<file path="src/rtl/box_anim_pkg.sv">
`default_nettype none
// ============================================================================
// Module   : box_anim_pkg
// Brief    : Shared screen constants, coordinate widths and sequencer states.
// Revision : 1.0
// ============================================================================
package box_anim_pkg;

    localparam int X_SCREEN_PIXELS = 160;
    localparam int Y_SCREEN_PIXELS = 120;
    localparam int X_W             = 8;
    localparam int Y_W             = 7;
    localparam int COL_W           = 6;
    localparam int CNT_W           = 8;

    typedef enum logic [2:0] {
        ST_IDLE       = 3'd0,
        ST_DRAW_REQ   = 3'd1,
        ST_DRAW_WAIT  = 3'd2,
        ST_HOLD       = 3'd3,
        ST_ERASE_REQ  = 3'd4,
        ST_ERASE_WAIT = 3'd5,
        ST_MOVE       = 3'd6
    } state_t;

endpackage
`default_nettype wire

</file>
<file path="src/rtl/bounce_axis.sv">
`default_nettype none
// ============================================================================
// Module   : bounce_axis
// Brief    : One-axis position/direction register that reflects off 0 and MAX.
// Revision : 1.0
// ============================================================================
module bounce_axis
    import box_anim_pkg::*;
#(
    parameter int WIDTH = 8,
    parameter int MAX   = 156,
    parameter int INIT  = 0
) (
    input  logic             clk,
    input  logic             rst_n,
    input  logic             step,
    output logic [WIDTH-1:0] pos,
    output logic             dir_neg
);

    localparam logic [WIDTH-1:0] POS_MAX  = WIDTH'(MAX);
    localparam logic [WIDTH-1:0] POS_INIT = WIDTH'(INIT);
    localparam logic [WIDTH-1:0] ONE      = WIDTH'(1);

    // Reaching an edge flips direction and moves back one pixel in the same step.
    always_ff @(posedge clk or negedge rst_n) begin
        if (!rst_n) begin
            pos     <= POS_INIT;
            dir_neg <= 1'b0;
        end else if (step) begin
            if (!dir_neg && pos == POS_MAX) begin
                dir_neg <= 1'b1;
                pos     <= pos - ONE;
            end else if (dir_neg && pos == '0) begin
                dir_neg <= 1'b0;
                pos     <= pos + ONE;
            end else if (dir_neg) begin
                pos     <= pos - ONE;
            end else begin
                pos     <= pos + ONE;
            end
        end
    end

endmodule
`default_nettype wire

</file>
<file path="src/rtl/box_anim_ctrl.sv">
`default_nettype none
// ============================================================================
// Module   : box_anim_ctrl
// Brief    : Draw / hold / erase / move sequencer driving the box drawer.
// Revision : 1.0
// ============================================================================
module box_anim_ctrl
    import box_anim_pkg::*;
#(
    parameter int X_SCREEN_PIXELS = 160,
    parameter int Y_SCREEN_PIXELS = 120,
    parameter int BOX_W           = 4,
    parameter int BOX_H           = 4,
    parameter int X0              = 0,
    parameter int Y0              = 0,
    parameter int FRAMES_PER_STEP = 15
) (
    input  logic             iClock,
    input  logic             iResetn,
    input  logic             iEnable,
    input  logic             iFrameTick,
    input  logic [COL_W-1:0] iColour,
    input  logic             iDone,
    output logic             oGo,
    output logic             oErase,
    output logic [X_W-1:0]   oX,
    output logic [Y_W-1:0]   oY,
    output logic [COL_W-1:0] oColour,
    output logic [7:0]       oXDim,
    output logic [7:0]       oYDim,
    output logic             oBusy
);

    localparam logic [CNT_W-1:0] STEP_FRAMES = CNT_W'(FRAMES_PER_STEP);

    state_t             state;
    state_t             next_state;
    logic [CNT_W-1:0]   frame_cnt;
    logic               count_tick;
    logic               hold_expired;
    logic               step_pos;

    assign count_tick   = (state == ST_HOLD) && iEnable && iFrameTick;
    assign hold_expired = count_tick && ((frame_cnt + CNT_W'(1)) == STEP_FRAMES);
    assign step_pos     = (state == ST_MOVE);

    always_comb begin
        next_state = state;
        case (state)
            ST_IDLE:       if (iEnable) next_state = ST_DRAW_REQ;
            ST_DRAW_REQ:   next_state = ST_DRAW_WAIT;
            ST_DRAW_WAIT:  if (iDone) next_state = ST_HOLD;
            ST_HOLD:       if (hold_expired) next_state = ST_ERASE_REQ;
            ST_ERASE_REQ:  next_state = ST_ERASE_WAIT;
            ST_ERASE_WAIT: if (iDone) next_state = ST_MOVE;
            ST_MOVE:       next_state = iEnable ? ST_DRAW_REQ : ST_IDLE;
            default:       next_state = ST_IDLE;
        endcase
    end

    always_ff @(posedge iClock or negedge iResetn) begin
        if (!iResetn) begin
            state <= ST_IDLE;
        end else begin
            state <= next_state;
        end
    end

    // Request fields change only on entry to a REQ state, so they stay put until iDone.
    always_ff @(posedge iClock or negedge iResetn) begin
        if (!iResetn) begin
            oGo       <= 1'b0;
            oErase    <= 1'b0;
            oColour   <= '0;
            frame_cnt <= '0;
        end else begin
            oGo <= (next_state == ST_DRAW_REQ) || (next_state == ST_ERASE_REQ);
            if (next_state == ST_DRAW_REQ) begin
                oErase  <= 1'b0;
                oColour <= iColour;
            end else if (next_state == ST_ERASE_REQ) begin
                oErase  <= 1'b1;
            end
            if (state == ST_DRAW_WAIT && iDone) begin
                frame_cnt <= '0;
            end else if (count_tick) begin
                frame_cnt <= frame_cnt + CNT_W'(1);
            end
        end
    end

    assign oBusy = (state == ST_DRAW_REQ)  || (state == ST_DRAW_WAIT) ||
                   (state == ST_ERASE_REQ) || (state == ST_ERASE_WAIT);
    assign oXDim = 8'(BOX_W);
    assign oYDim = 8'(BOX_H);

    bounce_axis #(
        .WIDTH (X_W),
        .MAX   (X_SCREEN_PIXELS - BOX_W),
        .INIT  (X0)
    ) u_axis_x (
        .clk     (iClock),
        .rst_n   (iResetn),
        .step    (step_pos),
        .pos     (oX),
        .dir_neg ()
    );

    bounce_axis #(
        .WIDTH (Y_W),
        .MAX   (Y_SCREEN_PIXELS - BOX_H),
        .INIT  (Y0)
    ) u_axis_y (
        .clk     (iClock),
        .rst_n   (iResetn),
        .step    (step_pos),
        .pos     (oY),
        .dir_neg ()
    );

endmodule
`default_nettype wire

</file>
<file path="config.mk">
export PLATFORM = sky130hd
export DESIGN_NAME = box_anim_ctrl
export DESIGN_NICKNAME = d
export VERILOG_FILES = /design/src/rtl/box_anim_pkg.sv /design/src/rtl/bounce_axis.sv /design/src/rtl/box_anim_ctrl.sv
export SDC_FILE = /design/constraint.sdc
export NUM_CORES = 1
export LEC_CHECK = 0
export BUFFER_PORTS_ARGS = -buffer_cell sky130_fd_sc_hd__buf_2
export CAP_MARGIN = 20
export CORE_MARGIN = 1
export CORE_UTILIZATION = 45
export CTS_CLUSTER_DIAMETER = 60
export DETAILED_ROUTE_END_ITERATION = 7
export PLACE_DENSITY = 0.67
export SETUP_SLACK_MARGIN = 0.4
export SLEW_MARGIN = 15
export SYNTH_ARGS = -nofsm -noshare
export SYNTH_HDL_FRONTEND = slang
export SYNTH_SLANG_ARGS = --single-unit
</file>
<file path="constraint.sdc">
create_clock -name iClock -period 2.65 [get_ports iClock]
set_clock_uncertainty 0.15 [all_clocks]
set_input_delay 0.265 -clock iClock [delete_from_list [all_inputs] [get_ports iClock]]
set_output_delay 0.265 -clock iClock [all_outputs]
set_load 0.1 [all_outputs]
</file>
[Word-level counts from Yosys, hierarchy flattened]
Index checks and enable logic that the tools add are counted.
Cells by class
  add/sub/neg operators: 5
  equal/unequal tests: 11
  mux-type cells: 20
  reduce and logical (&&, ||, !) cells: 23
Operators by type and width (count)
  8-bit 2-to-1 mux: 5
  7-bit 2-to-1 mux: 3
  3-bit one-hot mux with 7 select lines: 1
  8-bit by 1-bit adder with 8-bit output, second input constant: 2
  3-bit == test, second input constant: 4
  3-bit 2-to-1 mux: 4
  8-bit by 4-bit == test with 1-bit output, second input constant: 1
  8-bit == test, second input constant: 1
  1-bit logical AND: 8
  8-bit logical NOT: 1
  2-bit nonzero test: 4
  8-bit by 1-bit subtractor with 8-bit output, second input constant: 1
  7-bit by 1-bit adder with 7-bit output, second input constant: 1
  7-bit == test, second input constant: 1
  7-bit logical NOT: 1
  1-bit 2-to-1 mux: 7
  7-bit by 1-bit subtractor with 7-bit output, second input constant: 1
  3-bit by 1-bit == test with 1-bit output, second input constant: 2
  3-bit by 2-bit == test with 1-bit output, second input constant: 2
  1-bit logical OR: 4
  2-bit AND reduction: 2
  3-bit logical NOT: 1
  1-bit logical NOT: 2
Storage, ports and cells
  register bits after elaboration: 36
  bits of input ports: 11
  output and inout port bits: 40
  word-level logic and storage cells: 68

[Longest topological paths before layout]
Gate-level depths: netlist of the first run.
  word-level depth: 9
  gate-level depth with buffers: 8
  depth with buffers taken out: 7

[By module]
Synthesis of the first run repeated with hierarchy kept, for this count alone.
Second synthesis, totals
  cells, all modules: 247
  area total of the unflattened synthesis: 2338.5 um^2
By module, submodules not included
  box_anim_ctrl: times used 1, cells an instance 120, area an instance 1151.1 um^2, seq. area each 475.5 um^2
  bounce_axis (u_axis_x): times used 1, cells an instance 70, area an instance 655.6 um^2, seq. area each 225.2 um^2
  bounce_axis (u_axis_y): times used 1, cells an instance 57, area an instance 531.8 um^2, seq. area each 200.2 um^2

[Worst setup path after synthesis of the first run]
Ideal clock, no wire load.
  path type: reg-to-reg
  start: register u_axis_x.pos[0]
  end: register u_axis_x.pos[3]
  setup time: 165 ps
  data arrival time: 2477 ps
  data required time: 2335 ps
  slack: -142 ps
  cell stages (with the launch flop): 9
  path buffers: 1
  period minus slack after synthesis: 2792 ps
  path through: dfrtp_1 -> inv_1 -> ha_1 -> or3b_4 -> mux2i_2 -> or2_1 -> buf_4 -> mux2i_1 -> xor2_1
On the way
  longest elaborated chain between the ends: 4
  elaborated cells between the ends (all ways): 9
  those cells by class: 2 x add/sub; 1 x eq/ne; 3 x mux; 3 x reduce/logical
RTL lines
  from (decl): RTL line bounce_axis.sv:17  | output logic [WIDTH-1:0] pos,
  from (signal assigned): RTL line bounce_axis.sv:33  | pos <= pos - ONE;
  from (signal assigned): RTL line bounce_axis.sv:36  | pos <= pos + ONE;
  from (signal assigned): RTL line bounce_axis.sv:38  | pos <= pos - ONE;
  8-bit by 1-bit adder with 8-bit output, or another cell as far along: RTL line bounce_axis.sv:36, bounce_axis.sv:40
  8-bit 2-to-1 mux or 1-bit logical AND (tied branches): RTL line bounce_axis.sv:37, bounce_axis.sv:34
  8-bit 2-to-1 mux: RTL line bounce_axis.sv:34  | end else if (dir_neg && pos == '0) begin
  8-bit 2-to-1 mux *: RTL line bounce_axis.sv:31  | if (!dir_neg && pos == POS_MAX) begin
Every way passes the cells marked *; elsewhere a longest branch is shown, timed or not.
A chain may end at the register's enable or synchronous reset.

[Worst setup path in the final report of the first run]
  start: register u_axis_x.pos[1]
  end: register u_axis_x.pos[2]
The elaborated chain is that of the path after synthesis.

==> results.toml, run 1 <==
[die]
design.core.area_um2 = 4690
row_count = 25
dieArea_um2 = 5150
initial_core_util_pct = 46.6
die_h_um = 71.7
dieWidth_um = 71.7
io_pins = 51

[yosys]
async_flop_share_pct = 100
synthFlopType = "dfrtp_1"
syn-cell-area_um2 = 2190
synth-xor-area-share_pct = 8.00
ys_top_cells_by_area = "dfrtp_1 41%, buf_4 5.8%, ha_1 4.6%, xnor2_1 4.4%, xor2_1 3.6%"
yosysWarnings = 0
muxShareOfSynthArea_pct = 6.00
synth.ff_latch_count = 36
yosysUniqueCellTypes = 51
synth_top_family_by_area = "simple AND/OR/NAND/NOR gates"
yosysTopAreaCell = "dfrtp_1"
avgSynthCellArea_um2 = 9.90
ys_seq_area_share_pct = 41.2
yosysTopAreaCellShare_pct = 41.2
post_synth_and_or_nand_nor_area_fraction_pct = 17.3
syn_inst = 221
synthAdderAreaFrac_pct = 5.03
synth_enable_flop_cells = 0
synth_compound_area_share_pct = 12.6

[place]
gp_congestion = 0.831
portBuffers = 34
dp_hpwl_mm = 2.92
pre_cts_slack_ps = 264
postPlaceCellArea_um2 = 2420

[detailed_routing]
wire_per_inst_um = 13.2
initialDrtViolationCount = 123
drtPass1Iterations = 4
route.detailed.drc = 0
ant_nets = 0
num_vias = 1659
routed_wl_mm = 4.14
routed_via_density = 5.28

[setup_path]
cp_slowest_stage_delay_ps = 500
cp_slowest_cell = "dfrtp_4"
arrival_ps = 2250
required_ps = 2710
worst_r2r_path_depth = 7
cp_max_fo = 6
critPathLaunch = "u_axis_x.pos[1]"
crit_path_end_kind = "flop"
start_kind = "flop"
path_class = "reg2reg"
r2r_end = "u_axis_x.pos[2]"
reg2reg_slack_ps = 450
crit_end = "u_axis_x.pos[2]"
reg2reg_from = "u_axis_x.pos[1]"
crit_chain = "inv_4, ha_4, or3b_4, mux2i_4, or2_4, mux2i_1, xor2_1"

[pwr]
power_density_nw_per_um2 = 551
ir_drop_mv = 0.455
p_leak_nw = 1.22

[timing]
tightest_slew_ps = 817
setup_viol = 0
drv_slew = 0
timing.hold.ws_ps = 24.4
tns_ps = 0
relSlewSlack_pct = 45.5
fmax_mhz = 455
setup_slack_ps = 454
fin_crit_sh_pct = 82.9
hold_viol = 0
rsz0062_at_grt = "yes"
finalCriticalPeriod_ps = 2200

[hold_path]
hold_class = "in2reg"
min_path_cells = 2

[grt]
antenna_found_initial = 0
grt_max_degree = 37
grt_pass1_vias = 1550
gr-usage-met2_pct = 28.1
grtUsageMet1_pct = 24.0
grt_usage_pct = 17.8
grt_pass1_wl_mm = 7.16
top_usage_layer = "met2"
gr-usage-met3_pct = 4.50
grt-ovfl-total = 0

[final_layout]
register_area_um2 = 931
final_nets = 278
finalInstanceArea_um2 = 2550
synthToLayoutAreaGrowth_pct = 16.7
multi_input_area_um2 = 1190
n_fill_cell = 434
final_layout_size_suffix_gt1_share_pct = 30.4
antenna_cells = 0

[job]
drv_cap = 0

[clock_tree]
cts_buffer_depth = 2
cts_tree = "done"
clock_latency_ps = 290
cts.sinks = 36
cts.htree.levels = 2
cts-root-buf = "clkbuf_8"
clk_pin_slew_worst_paths_ps = 80
numCtsBuffers = 5

[run_status]
status = "finished clean"
==> placed cells by master, fill, tap and decap left out, drive strengths merged, types with 3 or more instances in the layout <==
cell,n
xor2,9
ha,8
mux2,6
conb,16
a41oi,3
dfrtp,36
nand4,7
nand2b,4
clkbuf,5
mux2i,6
nand2,17
nand3,7
a21oi,4
nor4,6
o21ai,20
xnor2,11
nor2,10
inv,11
buf,40
o31ai,4
==> cells in the mapped netlist, drive strengths merged, types with 7 or more instances <==
cell type / instances
o21ai: 20
nand2: 17
ha: 8
dfrtp: 36
inv: 11
buf: 22
xor2: 9
nor2: 10
xnor2: 11
nand3: 7
nand4: 7
==> final cells by class <==
cell class	count	share of cell area (%)
inverter	11	1.91
timing repair buffer	41	8.82
multi-input combinational	164	46.5
tap	54	2.65
clock buffer	5	2.69
clock inverter	3	0.931
sequential	36	36.5
==> report_power, final <==
group          internal [mW]  switching [mW]  total [mW]
registers              0.590          0.0396       0.629
clock network          0.186           0.225       0.411
logic                 0.0697           0.298       0.367
total                  0.846           0.562        1.41
==> metrics by stage <==
| stage | cells | util [%] | power [mW] |
|---|---|---|---|
| floorplan | 235 | - | 0.964 |
| detailed placement | 302 | 51.6 | 1.01 |
| global route | 314 | 54.4 | 1.48 |
| CTS | 313 | 54.1 | 1.43 |
| finish | 314 | 54.4 | 1.41 |
| global placement | 302 | 51.6 | 1.00 |
==> registers in the layout (all words and copies together), names as in the netlist <==
register and cells:
u_axis_x.pos 8, oErase 1, u_axis_y.pos 7, frame_cnt 8, oGo 1, u_axis_y.dir_neg 1
u_axis_x.dir_neg 1, oColour 6, state 3
==> worst min path at each step <==
stage,start,end
floorplan,iResetn,frame_cnt[0]
global placement,iResetn,u_axis_y.dir_neg
detailed placement,iResetn,u_axis_y.pos[5]
CTS,iColour[4],oColour[4]
global route,iColour[3],oColour[3]
finish,iColour[4],oColour[4]
==> repair_timing <==
item | in CTS | in global routing
endpoints found under the hold margin | 36 | 0
endpoints found under the setup margin | 6 | 3
resized for setup | 1 | 2
hold buffers | 1 | 0
buffers inserted | 2 | 1
pin swaps | 1 | 3
==> metal layers <==
metal / wire, um / part of all wire, %
met5: 0 / 0
met4: 52 / 1.3
met3: 183 / 4.4
met2: 1940 / 47
met1: 1960 / 47
==> cell families (layout without fill, tap and decap cells) <==
kind of cell | Yosys count | after routing
multiplexers | 12 | 12
buffers and inverters | 35 | 60
XOR/XNOR | 20 | 20
flip-flops | 36 | 36
other | 2 | 16
adder cells (fa/ha/maj) | 9 | 9
AND/OR/NAND/NOR | 67 | 67
AO/OA/AOI/OAI | 40 | 40
==> critical path, delay by kind of cell (launching register included) <==
kind	cells	cell delay [ps]
xor+xnor	1	170
fa+ha+maj	1	120
buf+inv	1	80
flops	1	500
mux	2	410
simple gates	2	690
(Power assumes the default switching activity.)
==> inputs of run 2 (changes only) <==
PLACE_DENSITY = 0.69   (was 0.67)
clock period = 2 ns   (was 2.65 ns; I/O delays follow)
==> results.toml, run 2 (synthesized netlist as in run 1, its figures left out) <==
[place]
portBuffers = 34
place_inst = 320
dp_hpwl_mm = 3.25
gp_congestion = 0.859

[pwr]
clkPwrFrac_pct = 30.7
switching_share_pct = 36.9
p_leak_nw = 1.48
pwr-share-comb_pct = 29.3
power_frac_seq_pct = 40.0
internal-power_mw = 1.34
switching_power_mw = 0.785
ir_drop_mv = 0.553
power_density_nw_per_um2 = 660

[die]
design.core.area_um2 = 4690
die_h_um = 71.7
initial_core_util_pct = 46.6
io_pins = 51
row_count = 25
dieArea_um2 = 5150
dieWidth_um = 71.7

[grt]
grt_pass1_vias = 1711
grt_pass1_wl_mm = 8.11
grt-ovfl-total = 0
grt_usage_pct = 20.5
grt_max_degree = 22
antenna_found_initial = 0

[setup_path]
worst_r2r_path_depth = 8
r2r_end = "u_axis_x.pos[7]"
crit_path_end_kind = "flop"
reg2reg_slack_ps = -120
path_class = "reg2reg"
required_ps = 2030
reg2reg_from = "u_axis_x.pos[1]"
start_kind = "flop"
arrival_ps = 2140
cp_max_fo = 3
critPathLaunch = "u_axis_x.pos[1]"
crit_end = "u_axis_x.pos[7]"

[timing]
tightest_slew_ps = 622
drv_slew = 0
timing.hold.ws_ps = 112
relSlewSlack_pct = 58.5
fin_crit_sh_pct = 106
rsz0062_at_grt = "yes"
fmax_mhz = 473
hold_viol = 0
finalCriticalPeriod_ps = 2120
setup_viol = 8
setup_slack_ps = -116

[detailed_routing]
drtPass1Iterations = 4
routed_via_density = 5.25
num_vias = 1849
wire_per_inst_um = 14.2
ant_nets = 0
initialDrtViolationCount = 89
routed_wl_mm = 4.99
route.detailed.drc = 0

[clock_tree]
cts-root-buf = "clkbuf_8"
clk_pin_slew_worst_paths_ps = 80
cts.htree.levels = 2
cts_buffer_depth = 2
numCtsBuffers = 5
clock_latency_ps = 290
cts_tree = "done"
cts.sinks = 36

[job]
drv_cap = 0

[final_layout]
final_util_pct = 68.6
reg_top3 = "frame_cnt (8), u_axis_x.pos (8), u_axis_y.pos (7)"
layout_commonest_cell = "buf_4"
synthToLayoutAreaGrowth_pct = 47.2
final_cells = 352
antenna_cells = 0
final_layout_size_suffix_gt1_share_pct = 52.0
final_nets = 316
mostFrequentLayoutCells = "32 x buf_4, 24 x buf_2, 18 x dfrtp_1"
n_fill_cell = 351

[run_status]
violations = "negative setup slack"
status = "finished, violations left"

[hold_path]
hold_class = "in2reg"
==> run 2: cell types whose count changed in the layout (fill, tap and decap cells not counted), moves of 4 or more <==
cell	previous run	this run
nand2_2	0	4
o21ai_2	1	7
mux2_1	6	0
buf_2	34	24
dfrtp_1	24	18
mux2_4	0	6
o21ai_1	14	8
dfrtp_2	6	11
buf_6	0	12
nand2_1	17	13
buf_4	6	32
dlygate4sd3_1	1	7
==> run 2: worst min-delay path by stage <==
stage,startpoint,end,slack [ps],cells past startpoint
global placement,iResetn,u_axis_y.pos[3],50,1
finish,iDone,state[0],110,4
detailed placement,iResetn,u_axis_y.pos[3],50,1
floorplan,iResetn,frame_cnt[0],-250,0
CTS,iDone,state[0],100,4
global route,iDone,state[0],150,3
==> run 2: area by class of cell <==
class	count	area [um^2]	area share (%)
clock inverters	3	42.5	1.32
clock buffers	5	68.8	2.14
repair buffers	79	608	18.9
multi-input cells	164	1440	44.8
inverters	11	51.3	1.59
well taps	54	67.6	2.10
flip-flops and latches	36	941	29.2
==> run 2: critical path, stage by stage (launching register included) <==
cell and delay (ps):
dfrtp_4 490, inv_4 70, ha_4 110, or3b_4 380, mux2i_2 170, buf_4 160, nor4_4 180, a31oi_1 150
xnor2_1 150
==> run 2: per-layer routing <==
layer | GRT usage (%) | wire length [um]
met1 | 26.7 | 2220
met2 | 34.3 | 2550
met3 | 3.38 | 130
met4 | 7.84 | 90
met5 | 0 | 0
==> run 2: power by group through the flow <==
stage          clock, mW  combinational [mW]  sequential (mW)
6_report           0.653               0.623            0.850
3_5_place_dp           0               0.505            0.853
5_1_grt            0.691               0.662            0.858
4_1_cts            0.665               0.575            0.842
3_3_place_gp           0               0.501            0.849
2_1_floorplan          0               0.298            0.988
==> run 2: repair_timing <==
action / CTS / global route
resized for setup: 37 / 33
setup buffers: 14 / 3
endpoints found under the setup margin: 40 / 38
hold buffers: 7 / 0
endpoints found under the hold margin: 25 / 0
pin swaps: 20 / 12
gates cloned: 0 / 0
==> run 2: stage by stage <==
stage | setup WS, ps | setup TNS, ps | cell area [um^2] | total power, mW
2_1_floorplan | -360 | -3390 | 2390 | 1.29
6_report | -116 | -511 | 3220 | 2.13
4_1_cts | -96.9 | -464 | 3070 | 2.08
3_5_place_dp | -217 | -1240 | 2630 | 1.36
3_3_place_gp | -169 | -921 | 2630 | 1.35
5_1_grt | -223 | -1520 | 3220 | 2.21
==> inputs of run 3 (changes only) <==
--- a/config.mk
+++ b/config.mk
@@ -18,2 +18,3 @@
 export SYNTH_HDL_FRONTEND = slang
+export SYNTH_HIERARCHICAL = 1
 export SYNTH_SLANG_ARGS = --single-unit
==> constraint.sdc (replaced) <==
create_clock -name iClock -period 2 [get_ports iClock]
set_clock_uncertainty 0.15 [all_clocks]
set_input_delay 0.1 -clock iClock [delete_from_list [all_inputs] [get_ports iClock]]
set_output_delay 0.1 -clock iClock [all_outputs]
set_load 0.1 [all_outputs]
==> results.toml, run 3 <==
[yosys]
synth_enable_flop_cells = 0
post_synth_and_or_nand_nor_area_fraction_pct = 23.0
syn-cell-area_um2 = 2340
syn_inst = 247
yosysUniqueCellTypes = 61
muxShareOfSynthArea_pct = 4.23
ys_top_cells_by_area = "dfrtp_1 39%, buf_4 5.1%, nand2_1 3.9%, ha_1 3.7%, mux2_2 3.4%"
synthFlopType = "dfrtp_1"
yosysTopAreaCellShare_pct = 38.5
yosysWarnings = 6
avgSynthCellArea_um2 = 9.47
synth_common_cells = "36 x dfrtp_1, 24 x nand2_1, 16 x buf_4"
synth_most_common_cell = "dfrtp_1"
synth-xor-area-share_pct = 4.49
async_flop_share_pct = 100
synthAdderAreaFrac_pct = 3.75
synth_compound_area_share_pct = 17.1
ys_seq_area_share_pct = 38.5
synth_top_family_by_area = "simple AND/OR/NAND/NOR gates"
yosysTopAreaCell = "dfrtp_1"
synth.ff_latch_count = 36

[final_layout]
layout_commonest_cell = "buf_4"
final_util_pct = 73.2
reg_top3 = "frame_cnt (8), u_axis_x/pos (8), u_axis_y/pos (7)"
synthToLayoutAreaGrowth_pct = 51.7
finalInstanceArea_um2 = 3550
mostFrequentLayoutCells = "43 x buf_4, 33 x buf_2, 20 x dfrtp_1"
antenna_cells = 0
final_layout_size_suffix_gt1_share_pct = 52.9
final_nets = 359

[grt]
grt_max_degree = 37
grt-ovfl-total = 0
grtUsageMet1_pct = 28.4
gr-usage-met2_pct = 39.6
gr-usage-met3_pct = 4.34
grt_pass1_vias = 2068
grt_usage_pct = 22.8
top_usage_layer = "met2"
antenna_found_initial = 0
grt_pass1_wl_mm = 9.49

[detailed_routing]
drtPass1Iterations = 5
initialDrtViolationCount = 139
ant_nets = 0
route.detailed.drc = 0
routed_wl_mm = 6.28
num_vias = 2235
routed_via_density = 5.46
wire_per_inst_um = 15.4

[setup_path]
crit_path_end_kind = "flop"
cp_max_fo = 7
start_kind = "flop"
path_class = "reg2reg"
arrival_ps = 2080
required_ps = 2030
reg2reg_slack_ps = -50

[hold_path]
hold_class = "in2reg"

[pwr]
ir_drop_mv = 1.07
p_leak_nw = 1.64
switching_power_mw = 1.76
fin_total_pwr_mw = 3.56
internal-power_mw = 1.80
pwr-share-comb_pct = 58.4
power_density_nw_per_um2 = 1000
power_frac_seq_pct = 26.9
switching_share_pct = 49.4
clkPwrFrac_pct = 14.6

[clock_tree]
cts.sinks = 36
clk_pin_slew_worst_paths_ps = 80
cts_buffer_depth = 2
cts-root-buf = "clkbuf_8"
numCtsBuffers = 5
cts_tree = "done"
cts.htree.levels = 2
clock_latency_ps = 290

[timing]
finalCriticalPeriod_ps = 2050
fin_crit_sh_pct = 102
setup_viol = 5
hold_viol = 0
rsz0062_at_grt = "yes"
setup_slack_ps = -48.0
fmax_mhz = 488
drv_slew = 0

[die]
row_count = 25
dieArea_um2 = 5490
design.core.area_um2 = 4850
dieWidth_um = 74.1
io_pins = 51
die_h_um = 74.1
initial_core_util_pct = 48.2

[place]
postPlaceCellArea_um2 = 2930
portBuffers = 34
gp_congestion = 0.879
pre_cts_slack_ps = -78.1
dp_hpwl_mm = 3.91

[job]
drv_cap = 0

[run_status]
violations = "negative setup slack"
status = "finished, violations left"
==> run 3: per-stage QoR <==
step | hold slack, ps | setup TNS [ps] | instances
floorplan | -346 | -2100 | 261
CTS | 4.07 | -143 | 402
global placement | 21.1 | -88.2 | 376
detailed placement | 29.4 | -232 | 376
global route | 47.9 | -660 | 409
finish | 21.0 | -144 | 409
==> run 3: path summary, 6_finish.rpt <==
| check | start | to | cells after the start |
|---|---|---|---|
| hold reg to reg | u_axis_x/pos[7] | u_axis_x/pos[7] | 1 |
| setup / recovery | u_axis_y/pos[4] | u_axis_y/pos[1] | 4 |
| setup reg to reg | u_axis_y/pos[4] | u_axis_y/pos[1] | 4 |
| max in group asynchronous | iResetn | u_axis_y/pos[4] | 3 |
| min in group asynchronous | iResetn | u_axis_y/pos[0] | 3 |
| hold / removal | iDone | state[0] | 3 |
==> run 3: logic make-up (layout without fill, tap and decap cells) <==
logic type | after synthesis | count (layout)
AO/OA/AOI/OAI | 53 | 53
flip-flops | 36 | 36
XOR/XNOR | 12 | 12
AND/OR/NAND/NOR | 94 | 94
other | 2 | 16
multiplexers | 9 | 9
buffers and inverters | 34 | 115
adder cells (fa/ha/maj) | 7 | 7
==> run 3: routing by layer <==
layer  wire (um)  share of wire (%)
met5           0                  0
met4         133                2.1
met3         251                4.0
met2        3250                 52
met1        2640                 42
==> run 3: timing repair <==
item / CTS / global route
endpoints found under the setup margin: 30 / 33
gates resized for setup: 29 / 52
hold buffers: 7 / 0
pin swaps: 14 / 20
cloned: 0 / 0
endpoints found under the hold margin: 42 / 0
buffers inserted: 11 / 7
==> run 3: area by class of cell <==
cell class | instances | area (um^2)
fillers | 321 | 1300
repair buffers | 97 | 728
multi-input cells | 191 | 1670
clock inverters | 3 | 18.8
inverters | 10 | 42.5
well taps | 67 | 83.8
clock buffers | 5 | 68.8
flip-flops and latches | 36 | 936
==> run 3: power groups by stage <==
stage	registers, mW	clock network (mW)	logic [mW]
2_1_floorplan	1.65	0	0.671
3_3_place_gp	0.960	0	1.69
3_5_place_dp	0.965	0	1.72
4_1_cts	0.951	0.536	1.86
5_1_grt	0.970	0.560	2.18
6_report	0.957	0.521	2.08
==> run 3: worst max-delay path: stages (launching register included) <==
cell and delay, ps:
dfrtp_4 470, or4_4 550, o21a_4 240, or3_1 300
a31o_2 230
